==> config.mk <==
export PLATFORM = sky130hd
export DESIGN_NAME = seg_display_arbiter
export DESIGN_NICKNAME = d
export VERILOG_FILES = /design/src/rtl/seg_display_arbiter.sv
export SDC_FILE = /design/constraint.sdc
export NUM_CORES = 1
export LEC_CHECK = 0
export CAP_MARGIN = 10
export CORE_MARGIN = 5
export CORE_UTILIZATION = 45
export CTS_BUF_LIST = sky130_fd_sc_hd__clkbuf_8 sky130_fd_sc_hd__clkbuf_16
export DETAILED_ROUTE_END_ITERATION = 12
export GPL_ROUTABILITY_DRIVEN = 1
export PLACE_DENSITY = 0.87
export RECOVER_POWER = 100
export SLEW_MARGIN = 25
export SYNTH_ARGS = -nofsm -noshare
export SYNTH_HDL_FRONTEND = slang
export SYNTH_SLANG_ARGS = --single-unit
==> constraint.sdc <==
create_clock -name clk -period 7.3 [get_ports clk]
set_clock_uncertainty 0.05 [all_clocks]
set_input_delay 1.095 -clock clk [delete_from_list [all_inputs] [get_ports clk]]
set_output_delay 1.095 -clock clk [all_outputs]
set_load 0.02 [all_outputs]
==> src/rtl/seg_display_arbiter.sv <==
// seg_display_arbiter
//   Shares the 8-digit seven-segment display controller between three
//   sources. Source 0 is the urgent channel and preempts the normal
//   channels (1, 2). Normal owners rotate round-robin once they have held
//   the display for HOLD_MS ms and a competing normal source is waiting.
//   There is a one-cycle dead (blank) cycle between owners.
// Ports:
//   clk, reset                 clock, async active-high reset
//   req[2:0]                   request level per source
//   srcN_digits[39:0]          packed digit codes, [4:0]=d0 .. [39:35]=d7
//   srcN_dp[7:0]               decimal points per source
//   gnt[2:0]                   one-hot grant, 0 when no owner
//   owner[1:0]                 owner index, 3 when none
//   d0..d7[4:0], dp[7:0]       registered display data, blank (23) when idle
module seg_display_arbiter #(
  parameter int CLK_FREQUENCY_HZ  = 100000000,
  parameter int HOLD_MS           = 2000,
  parameter int SIMULATE          = 0,
  parameter int SIMULATE_TICK_CNT = 5
) (
  input  logic        clk,
  input  logic        reset,
  input  logic [2:0]  req,
  input  logic [39:0] src0_digits,
  input  logic [39:0] src1_digits,
  input  logic [39:0] src2_digits,
  input  logic [7:0]  src0_dp,
  input  logic [7:0]  src1_dp,
  input  logic [7:0]  src2_dp,
  output logic [2:0]  gnt,
  output logic [1:0]  owner,
  output logic [4:0]  d0,
  output logic [4:0]  d1,
  output logic [4:0]  d2,
  output logic [4:0]  d3,
  output logic [4:0]  d4,
  output logic [4:0]  d5,
  output logic [4:0]  d6,
  output logic [4:0]  d7,
  output logic [7:0]  dp
);

  localparam int TICK_TOP = (SIMULATE != 0) ? SIMULATE_TICK_CNT
                                            : CLK_FREQUENCY_HZ / 1000 - 1;
  localparam int TW = (TICK_TOP > 0) ? $clog2(TICK_TOP + 1) : 1;
  localparam int HW = (HOLD_MS > 0) ? $clog2(HOLD_MS + 1) : 1;
  localparam logic [4:0] BLANK = 5'd23;

  typedef enum logic [1:0] {IDLE, OWN, SWITCH} state_t;

  state_t        state_q, state_d;
  logic [TW-1:0] tick_cnt_q;
  logic          tick;
  logic [1:0]    owner_q, owner_d;
  logic [1:0]    last_q, last_d;
  logic [HW-1:0] hold_q, hold_d;
  logic [39:0]   dig_q, dig_d;
  logic [7:0]    dp_q, dp_d;
  logic [1:0]    pick;
  logic [39:0]   src_dig;
  logic [7:0]    src_dp;
  logic          own_req;
  logic          competitor;

  // Free-running ms tick.
  assign tick = (tick_cnt_q == TW'(TICK_TOP));

  always_ff @(posedge clk or posedge reset) begin
    if (reset)     tick_cnt_q <= '0;
    else if (tick) tick_cnt_q <= '0;
    else           tick_cnt_q <= tick_cnt_q + TW'(1);
  end

  // Arbitration: req[0] wins outright; otherwise search from last+1.
  // With req[0] low only sources 1 and 2 remain, so each start point
  // collapses to a two-way choice.
  always_comb begin
    pick = 2'd0;
    if (!req[0]) begin
      case (last_q)
        2'd1:    pick = req[2] ? 2'd2 : 2'd1;
        default: pick = req[1] ? 2'd1 : 2'd2;
      endcase
    end
  end

  // Owner's source data and request level.
  always_comb begin
    case (owner_q)
      2'd0: begin src_dig = src0_digits; src_dp = src0_dp; own_req = req[0]; end
      2'd1: begin src_dig = src1_digits; src_dp = src1_dp; own_req = req[1]; end
      default: begin src_dig = src2_digits; src_dp = src2_dp; own_req = req[2]; end
    endcase
  end

  // The other normal source (only meaningful while a normal source owns).
  assign competitor = (owner_q == 2'd1) ? req[2] : req[1];

  always_comb begin
    state_d = state_q;
    owner_d = owner_q;
    last_d  = last_q;
    hold_d  = hold_q;
    case (state_q)
      IDLE, SWITCH: begin
        if (req != 3'b000) begin
          state_d = OWN;
          owner_d = pick;
          hold_d  = '0;
        end else begin
          state_d = IDLE;
        end
      end
      OWN: begin
        if (tick && hold_q < HW'(HOLD_MS)) hold_d = hold_q + HW'(1);
        if (!own_req ||
            (owner_q != 2'd0 &&
             (req[0] || (hold_q >= HW'(HOLD_MS) && competitor)))) begin
          state_d = SWITCH;
          last_d  = owner_q;
        end
      end
      default: state_d = IDLE;
    endcase
  end

  // Display data only follows the owner while it stays owner, so the
  // first OWN cycle and the SWITCH cycle both show blank.
  always_comb begin
    dig_d = {8{BLANK}};
    dp_d  = 8'h00;
    if (state_q == OWN && state_d == OWN) begin
      dig_d = src_dig;
      dp_d  = src_dp;
    end
  end

  always_ff @(posedge clk or posedge reset) begin
    if (reset) begin
      state_q <= IDLE;
      owner_q <= 2'd3;
      last_q  <= 2'd2;
      hold_q  <= '0;
      dig_q   <= {8{BLANK}};
      dp_q    <= 8'h00;
    end else begin
      state_q <= state_d;
      owner_q <= owner_d;
      last_q  <= last_d;
      hold_q  <= hold_d;
      dig_q   <= dig_d;
      dp_q    <= dp_d;
    end
  end

  assign gnt   = (state_q == OWN) ? 3'(3'b001 << owner_q) : 3'b000;
  assign owner = (state_q == OWN) ? owner_q : 2'd3;
  assign d0 = dig_q[4:0];
  assign d1 = dig_q[9:5];
  assign d2 = dig_q[14:10];
  assign d3 = dig_q[19:15];
  assign d4 = dig_q[24:20];
  assign d5 = dig_q[29:25];
  assign d6 = dig_q[34:30];
  assign d7 = dig_q[39:35];
  assign dp = dp_q;

endmodule
==> impl_results.md <==
- Pwr Total: 1.85 mW
- Final Worst Setup Slack: 3.12 ns
- CTS tree: yes
- I/O pins: 202
- Input/output buffers: 201
- Min-Delay Endpoint: last_q[0]
- Drt via density: 5.30
- Period utilisation layout: 0.572
- Die Ht: 108 um
- Leak: 2.56 nW
- Ys flop type: dfrtp_1
- Initial DRC count: 160
- Fraction of registers with async set/reset: 1.00
- Antenna Nets Post-Route: 0
- Clock Sinks: 82
- Number of max-cap violations: 1
- Vias in the first global route: 3997
- #FFs+latches synth: 82
- Post-Route Setup TNS: 0 ns
- Sequential share of power: 0.344
- Nets: 785
- CTS Buffer Depth: 2
- # DRC: 0
- Mapped Nets: 599
- First-pass GRT wire length: 20.0 mm
- Crit end category: output port
- CTS H-tree depth: 3
- Synth Cell Area: 4320 sq um
- Global-route usage over all layers: 0.220
- Unrepaired setup endpoints after global routing: no
- DP Cell Count: 751
- Core area: 9280 sq um
- Setup Crit Path Kind: reg2out
- CP startpoint kind: flop
- Pwr Density: 284 nW/um^2
- Resized cells post-CTS: 0
- Routed WL: 13.1 mm
- Largest net degree at the start of global routing: 83
- Pre-CTS setup slack: 3.92 ns
- P&R area growth vs syn: 51.0%
- R2r setup slk: 3.77 ns
- Die area: 11700 sq um
- Clock slew at reported path FFs: 0.08 ns
- Fmax: 239 MHz
- R2r endpoint: state_q[0]
- Sequential fraction of the synthesis area: 0.486
- Reg2reg path depth: 3
- Hpwl dp: 10.1 mm
- Clk Latency, worst-skew pair: 0.34 ns
- Worst Hold Depth: 1
- Antenna cells: 0
- Total congestion overflow: 0
- Comb pwr share: 0.504
- Synth cell types: 44
- Clock power share: 0.152
- Total CTS buffers: 9
- Syn avg cell area: 9.66 sq um
- WP data required: 6.15 ns
- Hold Path Class: reg2reg
- Setup Viol. Count Final: 0
- Worst slew margin: -0.290
- Hold path startpoint: last_q[0]
- GP Congestion: 0.888
- WL/cell: 17.1 um
- CP Data Arrival Time: 3.03 ns
- Failing checks: capacitance limit, slew limit
- Min Tclk post-route: 4.18 ns
- Peak fanout along the critical path: 66
- Synth Warn #: 0
- Antenna violations before repair: 0
- Starting density of the core: 0.465
- CTS Hold Buffers Added: 0
- Sw frac: 0.403
- Via count: 4061
- P_sw: 0.746 mW
- Internal power: 1.11 mW
- Finished Layout Cells: 766
- Status: complete, but fails checks
- Post-synth EDFFs: 0
- Die W: 108 um
- Post-CTS setup buffers: 0
- Share of layout cells above drive strength 1: 0.0911
- Final hold vios: 0
- Mapped Cells: 447
- Final core occ: 0.702
- Root Driver: clkbuf_8
- Reg2reg start: owner_q[1]
- # rows: 35
- Detailed Routing Iterations Pass 1: 5
- Worst VDD drop: 176 uV
- Worst-margin pin slew: 1.92 ns
- Slew Viols, Final: 18
[cell families after synthesis]
kind of cell | Yosys count | share of synthesized area
AO/OA/AOI/OAI | 79 | 0.102
XOR/XNOR | 13 | 0.0264
adder cells (fa/ha/maj) | 3 | 0.00870
buffers and inverters | 41 | 0.0394
flip-flops | 82 | 0.486
multiplexers | 54 | 0.126
AND/OR/NAND/NOR | 175 | 0.212
[through the flow]
stage               hold slack [ns]  instance area [sq um]
CTS                           0.478                   6560
global placement              0.426                   6390
finish                        0.475                   6520
floorplan                     0.405                   4320
detailed placement            0.462                   6390
global route                  0.497                   6520
[synthesized netlist by cell type (2+ instances only)]
library cell | instances | share of area
mux2_2 | 2 | 0.0052
nand4_1 | 5 | 0.0072
o211ai_1 | 3 | 0.0052
o31ai_1 | 5 | 0.0087
or3_1 | 5 | 0.0072
nand3_2 | 2 | 0.0046
nand2_1 | 47 | 0.041
mux2i_1 | 52 | 0.12
o21ai_0 | 40 | 0.046
or4_1 | 5 | 0.0087
nand2b_1 | 5 | 0.0072
nor3_1 | 23 | 0.027
or2_2 | 2 | 0.0029
dfstp_2 | 35 | 0.21
buf_2 | 10 | 0.012
and2_1 | 2 | 0.0029
clkbuf_1 | 14 | 0.012
buf_1 | 5 | 0.0043
and3_1 | 2 | 0.0029
xor2_1 | 4 | 0.0081
dfrtp_1 | 47 | 0.27
a21oi_1 | 26 | 0.030
nor2_1 | 27 | 0.023
ha_1 | 3 | 0.0087
inv_1 | 11 | 0.0096
and4bb_2 | 2 | 0.0058
xnor2_1 | 9 | 0.018
nand3_1 | 38 | 0.044
[final cells by class]
type / count / area [sq um]
timing repair buffer: 205 / 2050
inverter: 11 / 41.3
tap: 129 / 161
clock inverter: 5 / 25.0
sequential: 82 / 2100
multi-input combinational: 324 / 2010
clock buffer: 10 / 138
fill: 714 / 2760
[how the worst max path moves through the flow]
stage	to	slack, ns	from	depth (start not counted)
5_1_grt	owner[1]	2.87	owner_q[1]	4
2_1_floorplan	dig_q[13]	4.10	reset	1
6_report	owner[1]	3.12	owner_q[1]	4
3_5_place_dp	owner[1]	3.92	owner_q[1]	4
3_3_place_gp	owner[1]	3.94	owner_q[1]	4
4_1_cts	owner[1]	3.54	owner_q[1]	4
[critical path, stage by stage (launching register included)]
cell	delay, ns
dfstp_1	1.26
clkinv_1	0.31
buf_4	0.38
nand2_1	0.11
clkdlybuf4s50_1	0.60
[power by group through the flow]
stage | Clock, mW | Sequential, mW | Combinational, mW
floorplan | 0 | 0.731 | 0.518
global placement | 0 | 0.647 | 0.952
detailed placement | 0 | 0.649 | 0.974
CTS | 0.287 | 0.642 | 0.977
global route | 0.309 | 0.650 | 1.02
finish | 0.282 | 0.637 | 0.933
[state kept, by name (all words and copies together), names as in the netlist]
register / cells
last_q: 2
hold_q: 11
owner_q: 2
dig_q: 40
tick_cnt_q: 17
state_q: 2
dp: 8
[placed cells by master (no fill, tap or decap), types with 3 or more instances in the layout]
cell	synthesis	layout
nand4_1	5	6
dfstp_2	35	34
dlygate4sd3_1	0	53
xnor2_1	9	9
nor3_1	23	23
or3_1	5	5
a21oi_1	26	27
xor2_1	4	4
dfrtp_1	47	47
nand2_1	47	47
clkbuf_8	0	10
or4_1	5	6
ha_1	3	3
nor2_1	27	27
buf_4	1	3
inv_1	11	11
nand3_1	38	39
mux2i_1	52	52
o21ai_0	40	40
o211ai_1	3	3
nand2b_1	5	5
clkdlybuf4s50_1	0	148
o31ai_1	5	5
[per-layer routing]
layer / global-route usage / up-vias / wire (um)
li1: - / 1946 / -
met1: 0.252 / 1937 / 4710
met2: 0.385 / 148 / 7020
met3: 0.0651 / 30 / 983
met4: 0.0911 / 0 / 403
met5: 0 / - / 0
(Power assumes the default switching activity.)
